<file path="config.mk">
export PLATFORM = sky130hd
export DESIGN_NAME = score_timer_display
export DESIGN_NICKNAME = d
export VERILOG_FILES = /design/src/rtl/snake_pkg.sv /design/src/rtl/bcd_digit_counter.sv /design/src/rtl/score_timer_display.sv
export SDC_FILE = /design/constraint.sdc
export NUM_CORES = 1
export LEC_CHECK = 0
export ABC_CLOCK_PERIOD_IN_PS = 2600
export BUFFER_PORTS_ARGS = -buffer_cell sky130_fd_sc_hd__buf_2
export CAP_MARGIN = 20
export CORE_MARGIN = 10
export CORE_UTILIZATION = 40
export CTS_BUF_LIST = sky130_fd_sc_hd__clkbuf_8
export CTS_CLUSTER_DIAMETER = 120
export DETAILED_ROUTE_END_ITERATION = 10
export GPL_ROUTABILITY_DRIVEN = 0
export SYNTH_ARGS = -nofsm -noshare
export SYNTH_HDL_FRONTEND = slang
export SYNTH_SLANG_ARGS = --single-unit
</file>
<file path="constraint.sdc">
create_clock -name CLK -period 2.6 [get_ports CLK]
set_input_delay 0.52 -clock CLK [delete_from_list [all_inputs] [get_ports CLK]]
set_output_delay 0.52 -clock CLK [all_outputs]
set_load 0.005 [all_outputs]
</file>
<file path="src/rtl/snake_pkg.sv">
`default_nettype none
// ============================================================================
// Module  : snake_pkg
// Brief   : Shared constants, game-state enum and 7-segment lookup for Snake.
// Revision: 1.0 - initial release
// ============================================================================
package snake_pkg;

    localparam logic [1:0] MSM_IDLE = 2'd0;
    localparam logic [1:0] MSM_PLAY = 2'd1;

    typedef enum logic [1:0] {
        ST_IDLE = 2'd0,
        ST_RUN  = 2'd1,
        ST_WON  = 2'd2,
        ST_LOST = 2'd3
    } game_state_e;

    // Active-low {g..a}; unused codes blank the digit.
    function automatic logic [6:0] seg7(input logic [3:0] bcd);
        logic [6:0] seg;
        case (bcd)
            4'd0:    seg = 7'b1000000;
            4'd1:    seg = 7'b1111001;
            4'd2:    seg = 7'b0100100;
            4'd3:    seg = 7'b0110000;
            4'd4:    seg = 7'b0011001;
            4'd5:    seg = 7'b0010010;
            4'd6:    seg = 7'b0000010;
            4'd7:    seg = 7'b1111000;
            4'd8:    seg = 7'b0000000;
            4'd9:    seg = 7'b0010000;
            default: seg = 7'b1111111;
        endcase
        return seg;
    endfunction

    // Elaboration-time binary to 8-digit BCD, used for parameter constants.
    function automatic logic [31:0] to_bcd(input int unsigned value);
        int unsigned v;
        logic [31:0] r;
        v = value;
        r = '0;
        for (int i = 0; i < 8; i++) begin
            r[4*i +: 4] = 4'(v % 10);
            v = v / 10;
        end
        return r;
    endfunction

endpackage
`default_nettype wire

</file>
<file path="src/rtl/bcd_digit_counter.sv">
`default_nettype none
// ============================================================================
// Module  : bcd_digit_counter
// Brief   : One BCD digit (0..9) with clear, enable and ripple carry-out.
// Revision: 1.0 - initial release
// ============================================================================
module bcd_digit_counter (
    input  logic       CLK,
    input  logic       RESETN,
    input  logic       CLR,
    input  logic       EN,
    output logic [3:0] COUNT,
    output logic       CARRY
);

    logic [3:0] count_q;
    logic [3:0] count_d;

    always_comb begin
        count_d = count_q;
        if (CLR) begin
            count_d = 4'd0;
        end else if (EN) begin
            count_d = (count_q == 4'd9) ? 4'd0 : count_q + 4'd1;
        end
    end

    always_ff @(posedge CLK or negedge RESETN) begin
        if (!RESETN) begin
            count_q <= 4'd0;
        end else begin
            count_q <= count_d;
        end
    end

    assign COUNT = count_q;
    assign CARRY = EN && !CLR && (count_q == 4'd9);

endmodule
`default_nettype wire

</file>
<file path="src/rtl/score_timer_display.sv">
`default_nettype none
// ============================================================================
// Module  : score_timer_display
// Brief   : Snake score/timer counters, WIN/LOST decision FSM and 7-seg scan.
// Revision: 1.0 - initial release
// ============================================================================
module score_timer_display
    import snake_pkg::*;
#(
    parameter int CLK_HZ       = 100_000_000,
    parameter int REFRESH_DIV  = 100_000,
    parameter int NUM_DIGITS   = 4,
    parameter int SCORE_DIGITS = 2,
    parameter int TARGET_SCORE = 10,
    parameter int TIME_LIMIT_S = 60,
    parameter int COUNT_DOWN   = 0
) (
    input  logic                      CLK,
    input  logic                      RESETN,
    input  logic                      TARGET_REACHED,
    input  logic                      HIT_WALL,
    input  logic                      TIMED_MODE,
    input  logic [1:0]                MSM_STATE,
    output logic [NUM_DIGITS-1:0]     SEG_SELECT_OUT,
    output logic [7:0]                DEC_OUT,
    output logic [4*SCORE_DIGITS-1:0] SCORE_BCD,
    output logic                      WIN,
    output logic                      LOST
);

    localparam int TIMER_DIGITS = NUM_DIGITS - SCORE_DIGITS;
    localparam int SW           = 4 * SCORE_DIGITS;
    localparam int TW           = 4 * TIMER_DIGITS;
    localparam int PRE_W        = (CLK_HZ > 1) ? $clog2(CLK_HZ) : 1;
    localparam int REF_W        = (REFRESH_DIV > 1) ? $clog2(REFRESH_DIV) : 1;
    localparam int IDX_W        = $clog2(NUM_DIGITS);

    localparam logic [31:0]   TARGET_FULL = to_bcd(TARGET_SCORE);
    localparam logic [31:0]   LIMIT_FULL  = to_bcd(TIME_LIMIT_S);
    localparam logic [SW-1:0] TARGET_BCD  = TARGET_FULL[SW-1:0];
    localparam logic [TW-1:0] LIMIT_BCD   = LIMIT_FULL[TW-1:0];

    game_state_e state_q, state_d;
    logic                  tgt_q, tgt_d;
    logic [PRE_W-1:0]      pre_q, pre_d;
    logic [REF_W-1:0]      ref_q, ref_d;
    logic [IDX_W-1:0]      idx_q, idx_d;
    logic [NUM_DIGITS-1:0] sel_q, sel_d;
    logic [7:0]            dec_q, dec_d;

    logic [SW-1:0]         score_bcd;
    logic [TW-1:0]         elapsed_bcd, remain_bcd, timer_disp;
    logic [SCORE_DIGITS:0] score_chain;
    logic [TIMER_DIGITS:0] time_chain;
    logic                  playing, clr, sec_tick, unused_carries;
    logic [4:0]            diff;
    logic                  borrow;
    logic [4*NUM_DIGITS-1:0] disp_bcd;
    logic [3:0]            digit;

    always_comb begin
        state_d = state_q;
        case (state_q)
            ST_IDLE: if (MSM_STATE == MSM_PLAY) state_d = ST_RUN;
            ST_RUN: begin
                // Wall beats target, target beats timeout.
                if (MSM_STATE == MSM_IDLE)                           state_d = ST_IDLE;
                else if (HIT_WALL)                                   state_d = ST_LOST;
                else if (score_bcd == TARGET_BCD)                    state_d = ST_WON;
                else if (TIMED_MODE && (elapsed_bcd == LIMIT_BCD))   state_d = ST_LOST;
            end
            ST_WON, ST_LOST: if (MSM_STATE == MSM_IDLE) state_d = ST_IDLE;
            default: state_d = ST_IDLE;
        endcase
    end

    always_comb begin
        playing  = (state_q == ST_RUN) && (MSM_STATE == MSM_PLAY);
        clr      = (state_d == ST_IDLE);
        tgt_d    = TARGET_REACHED;
        sec_tick = 1'b0;
        pre_d    = pre_q;
        if (clr) begin
            pre_d = '0;
        end else if (playing && TIMED_MODE) begin
            if (pre_q == PRE_W'(CLK_HZ - 1)) begin
                pre_d    = '0;
                sec_tick = 1'b1;
            end else begin
                pre_d = pre_q + 1'b1;
            end
        end
        score_chain[0] = playing && TARGET_REACHED && !tgt_q && (score_bcd != TARGET_BCD);
        time_chain[0]  = sec_tick && (elapsed_bcd != LIMIT_BCD);
    end

    for (genvar gi = 0; gi < SCORE_DIGITS; gi++) begin : g_score
        bcd_digit_counter u_digit (
            .CLK    (CLK),
            .RESETN (RESETN),
            .CLR    (clr),
            .EN     (score_chain[gi]),
            .COUNT  (score_bcd[4*gi +: 4]),
            .CARRY  (score_chain[gi+1])
        );
    end

    for (genvar gi = 0; gi < TIMER_DIGITS; gi++) begin : g_timer
        bcd_digit_counter u_digit (
            .CLK    (CLK),
            .RESETN (RESETN),
            .CLR    (clr),
            .EN     (time_chain[gi]),
            .COUNT  (elapsed_bcd[4*gi +: 4]),
            .CARRY  (time_chain[gi+1])
        );
    end

    // Top carries cannot fire: both chains saturate below their capacity.
    assign unused_carries = score_chain[SCORE_DIGITS] | time_chain[TIMER_DIGITS];

    always_comb begin
        borrow     = 1'b0;
        diff       = '0;
        remain_bcd = '0;
        for (int i = 0; i < TIMER_DIGITS; i++) begin
            diff = {1'b0, LIMIT_BCD[4*i +: 4]} - {1'b0, elapsed_bcd[4*i +: 4]} - {4'd0, borrow};
            if (diff[4]) begin
                remain_bcd[4*i +: 4] = diff[3:0] + 4'd10;
                borrow               = 1'b1;
            end else begin
                remain_bcd[4*i +: 4] = diff[3:0];
                borrow               = 1'b0;
            end
        end
        if (!TIMED_MODE)          timer_disp = '0;
        else if (COUNT_DOWN != 0) timer_disp = remain_bcd;
        else                      timer_disp = elapsed_bcd;
    end

    always_comb begin
        ref_d = ref_q;
        idx_d = idx_q;
        if (ref_q == REF_W'(REFRESH_DIV - 1)) begin
            ref_d = '0;
            idx_d = (idx_q == IDX_W'(NUM_DIGITS - 1)) ? '0 : idx_q + 1'b1;
        end else begin
            ref_d = ref_q + 1'b1;
        end
        disp_bcd = {timer_disp, score_bcd};
        digit    = disp_bcd[4*idx_q +: 4];
        sel_d    = ~(NUM_DIGITS'(1) << idx_q);
        // Only the timer LSD lights its dot, separating timer from score.
        dec_d    = {(idx_q != IDX_W'(SCORE_DIGITS)), seg7(digit)};
    end

    always_ff @(posedge CLK or negedge RESETN) begin
        if (!RESETN) begin
            state_q <= ST_IDLE;
            tgt_q   <= 1'b0;
            pre_q   <= '0;
            ref_q   <= '0;
            idx_q   <= '0;
            sel_q   <= '1;
            dec_q   <= 8'hFF;
        end else begin
            state_q <= state_d;
            tgt_q   <= tgt_d;
            pre_q   <= pre_d;
            ref_q   <= ref_d;
            idx_q   <= idx_d;
            sel_q   <= sel_d;
            dec_q   <= dec_d;
        end
    end

    assign SEG_SELECT_OUT = sel_q;
    assign DEC_OUT        = dec_q;
    assign SCORE_BCD      = score_bcd;
    assign WIN            = (state_q == ST_WON);
    assign LOST           = (state_q == ST_LOST);

endmodule
`default_nettype wire
</file>
==> flow_metrics.tcl <==
set metrics [dict create \
    cp.arrival_ns 2.43 \
    maxCapViolCount 0 \
    drive_gt1_share_pct 16.2 \
    layout_min_cycle_time_ns 2.16 \
    clockBufferDepth 2 \
    synth_area_leader_cell "dfrtp_1" \
    num-fill-cells 925 \
    setup_tns_ns 0 \
    dr.pass1.iters 4 \
    dieArea_um2 14800 \
    clk_pin_slew_ns 0.08 \
    min-delay-path-class "in2async" \
    cts_tree "done" \
    grt_usage_pct 11.7 \
    root_buffer "clkbuf_8" \
    worst_slack_ns 0.442 \
    cts_buffers 9 \
    ys_ff_latch 76 \
    clkLatencyLatePin_ns 0.35 \
    critPathMaxFanout 8 \
    cp_slowest_cell "dfrtp_1" \
    areaGrowthSynthToFinish_pct 12.3 \
    htree_levels 3 \
    yosysSeqAreaShare_pct 46.5 \
    drc_errors 0 \
    max_slew.worst_pin.slew_ns 0.876 \
    synth_cell_type_count 54 \
    row_count 36 \
    die_h_um 121 \
    globalRouteOverflowTotal 0 \
    antenna_cells 0 \
    hold_violations 0 \
    ir_worst_vdd_v 0.000197 \
    power_density_nw_per_um2 510 \
    cts_hold_buf 0 \
    grt_max_degree 70 \
    critPathLaunchType "flip-flop" \
    routed_wl_mm 8.37 \
    nets 483 \
    synth.top_cell.area_share_pct 39.5 \
    final_util_pct 46.7 \
    avgViaCountPerCell 5.28 \
    r2r_setup_slack_ns 0.44 \
    drt-initial-drc-count 199 \
    antenna_found_initial 0 \
    place_ws_ns 0.396 \
    vias 3150 \
    max_slew_margin_pct 41.6 \
    wl_per_cell_um 14.0 \
    yosys-top-cells-area "dfrtp_1 39%, dfstp_2 7.0%, ha_1 5.2%" \
    cp-end-kind "flip-flop" \
    critPathRequiredTime_ns 2.87 \
    total_leakage_power_uw 0.00199 \
    dp_hpwl_mm 5.89 \
    fmax_mhz 463 \
    syn_nets 450 \
    portBuffers 28 \
    avgSynthCellArea_um2 9.67 \
    final_max_slew_viol_count 0 \
    clock-sinks 76 \
    syn_area_um2 4120 \
    syn_inst 426 \
    status "finished, final reports clean" \
    crit_chain "ha_1, and2_1, nand3_2, nor3_4, nand2_2, mux2_1, mux2i_1" \
    initial_core_util_pct 41.6 \
    cts_setup_buffers 0 \
    ant_nets 0 \
    fp.dieW_um 121 \
    setup_viol 0 \
    grt_pass1_vias 2912 \
    cp_top_family "simple AND/OR/NAND/NOR gates" \
    ys_warn_count 0 \
    ios 29 \
    core_um2 9910 \
    cts_resized 0 \
    critPathMaxStageDelay_ns 0.41 \
    grt_pass1_wl_mm 14.2 \
    fin_skew_ns 0.0103 \
    crit_type "reg2reg" \
    rsz0062_at_grt "false" \
    min_period_over_period_pct 83.0 \
    crit_buf_inv 0 \
]
## synth_stat cells (all sizes together)
cell type,instances
o21a,1
nor4b,4
and2,4
dfstp,11
xnor2,10
buf,5
nand2,44
ha,17
and3b,2
a31oi,4
nor4,4
a211oi,1
nor3,10
o21ai,35
mux2i,12
inv,16
nand4,12
and4,5
o31ai,5
a22o,1
nor2,40
and3,6
and4bb,1
a21oi,19
dfrtp,65
mux2,1
nand3,34
or2,3
a22oi,1
nor2b,5
o22ai,2
nor3b,3
nand2b,3
nand4b,2
or4b,1
clkbuf,6
or3,3
xor2,21
a21boi,1
o22a,3
nand3b,3
## cell usage in the layout, fill, tap and decap left out, types with 3 or more instances in the layout
master	count
dfrtp_1	65
mux2i_1	12
o31ai_1	3
buf_2	27
or3_1	3
a31oi_1	4
xnor2_1	10
nand3_1	32
nor3b_1	3
nor3_1	7
dfstp_2	11
clkbuf_8	9
nand3b_1	3
and3_1	6
inv_1	18
nor2b_1	5
nand4_1	11
nor2_1	40
nand2_1	43
and2_1	4
ha_1	17
nand2b_1	3
buf_4	6
and4_1	4
o21ai_0	35
o22a_1	3
xor2_1	21
a21oi_1	19
## cells by family after synthesis
kind of cell | Yosys count | synth area share [%]
and+or+nand+nor | 189 | 25.3
DFF | 76 | 46.5
AOI/OAI and AO/OA | 73 | 10.5
muxes | 13 | 3.19
adders and majority gates | 17 | 5.16
buffers and inverters | 27 | 2.67
xor gates and xnor gates | 31 | 6.59
## metrics by stage
stage	cell area [um^2]	hold WS [ns]	power, uW	std cells
after global routing	4620	0.326	2470	597
final	4620	0.275	2360	597
after global placement	4420	0.464	1420	581
after detailed placement	4420	0.462	1420	581
after CTS	4620	0.319	2400	597
after floorplan	4120	0.224	1340	426
## final cells by class
| class | instances | area [um^2] | area share [%] |
|---|---|---|---|
| clock inverter | 7 | 85.1 | 1.84 |
| timing repair buffer | 33 | 180 | 3.90 |
| inverter | 16 | 60.1 | 1.30 |
| sequential | 76 | 1920 | 41.4 |
| tap | 133 | 166 | 3.60 |
| clock buffer | 9 | 124 | 2.68 |
| multi-input combinational | 323 | 2090 | 45.3 |
## state kept, by name (all words and copies together), names as in the netlist, 2 cells and up
name and count:
state_q 2, DEC_OUT 8, idx_q 2, SEG_SELECT_OUT 3, g_score.u_digit.COUNT 8, pre_q 27
g_timer.u_digit.COUNT 8, ref_q 17
## per-layer routing
metal | vias up | global-route usage, % | wire (um)
met5 | - | 0 | 0
met4 | 0 | 5.59 | 155
met3 | 11 | 2.33 | 373
met2 | 49 | 18.1 | 3810
met1 | 1515 | 15.3 | 4020
li1 | 1575 | - | -
## power by group
part           switching (uW)  internal [uW]  leakage, uW  total, uW
Sequential               29.2           1200     0.000999       1230
Clock                     429            530     0.000112        959
Combinational             101           63.2     0.000884        164
## worst paths after layout
kind / startpoint / end / cells after the start
hold / removal: RESETN / g_score[0].u_digit.COUNT[0] / 1
max in group asynchronous: RESETN / DEC_OUT[0] / 2
setup reg to reg: pre_q[0] / g_timer[0].u_digit.COUNT[2] / 7
hold reg to reg: pre_q[26] / pre_q[26] / 1
min in group CLK: TARGET_REACHED / tgt_q / 1
setup / recovery: pre_q[0] / g_timer[0].u_digit.COUNT[2] / 7
Power figures use the tool's default switching activity.
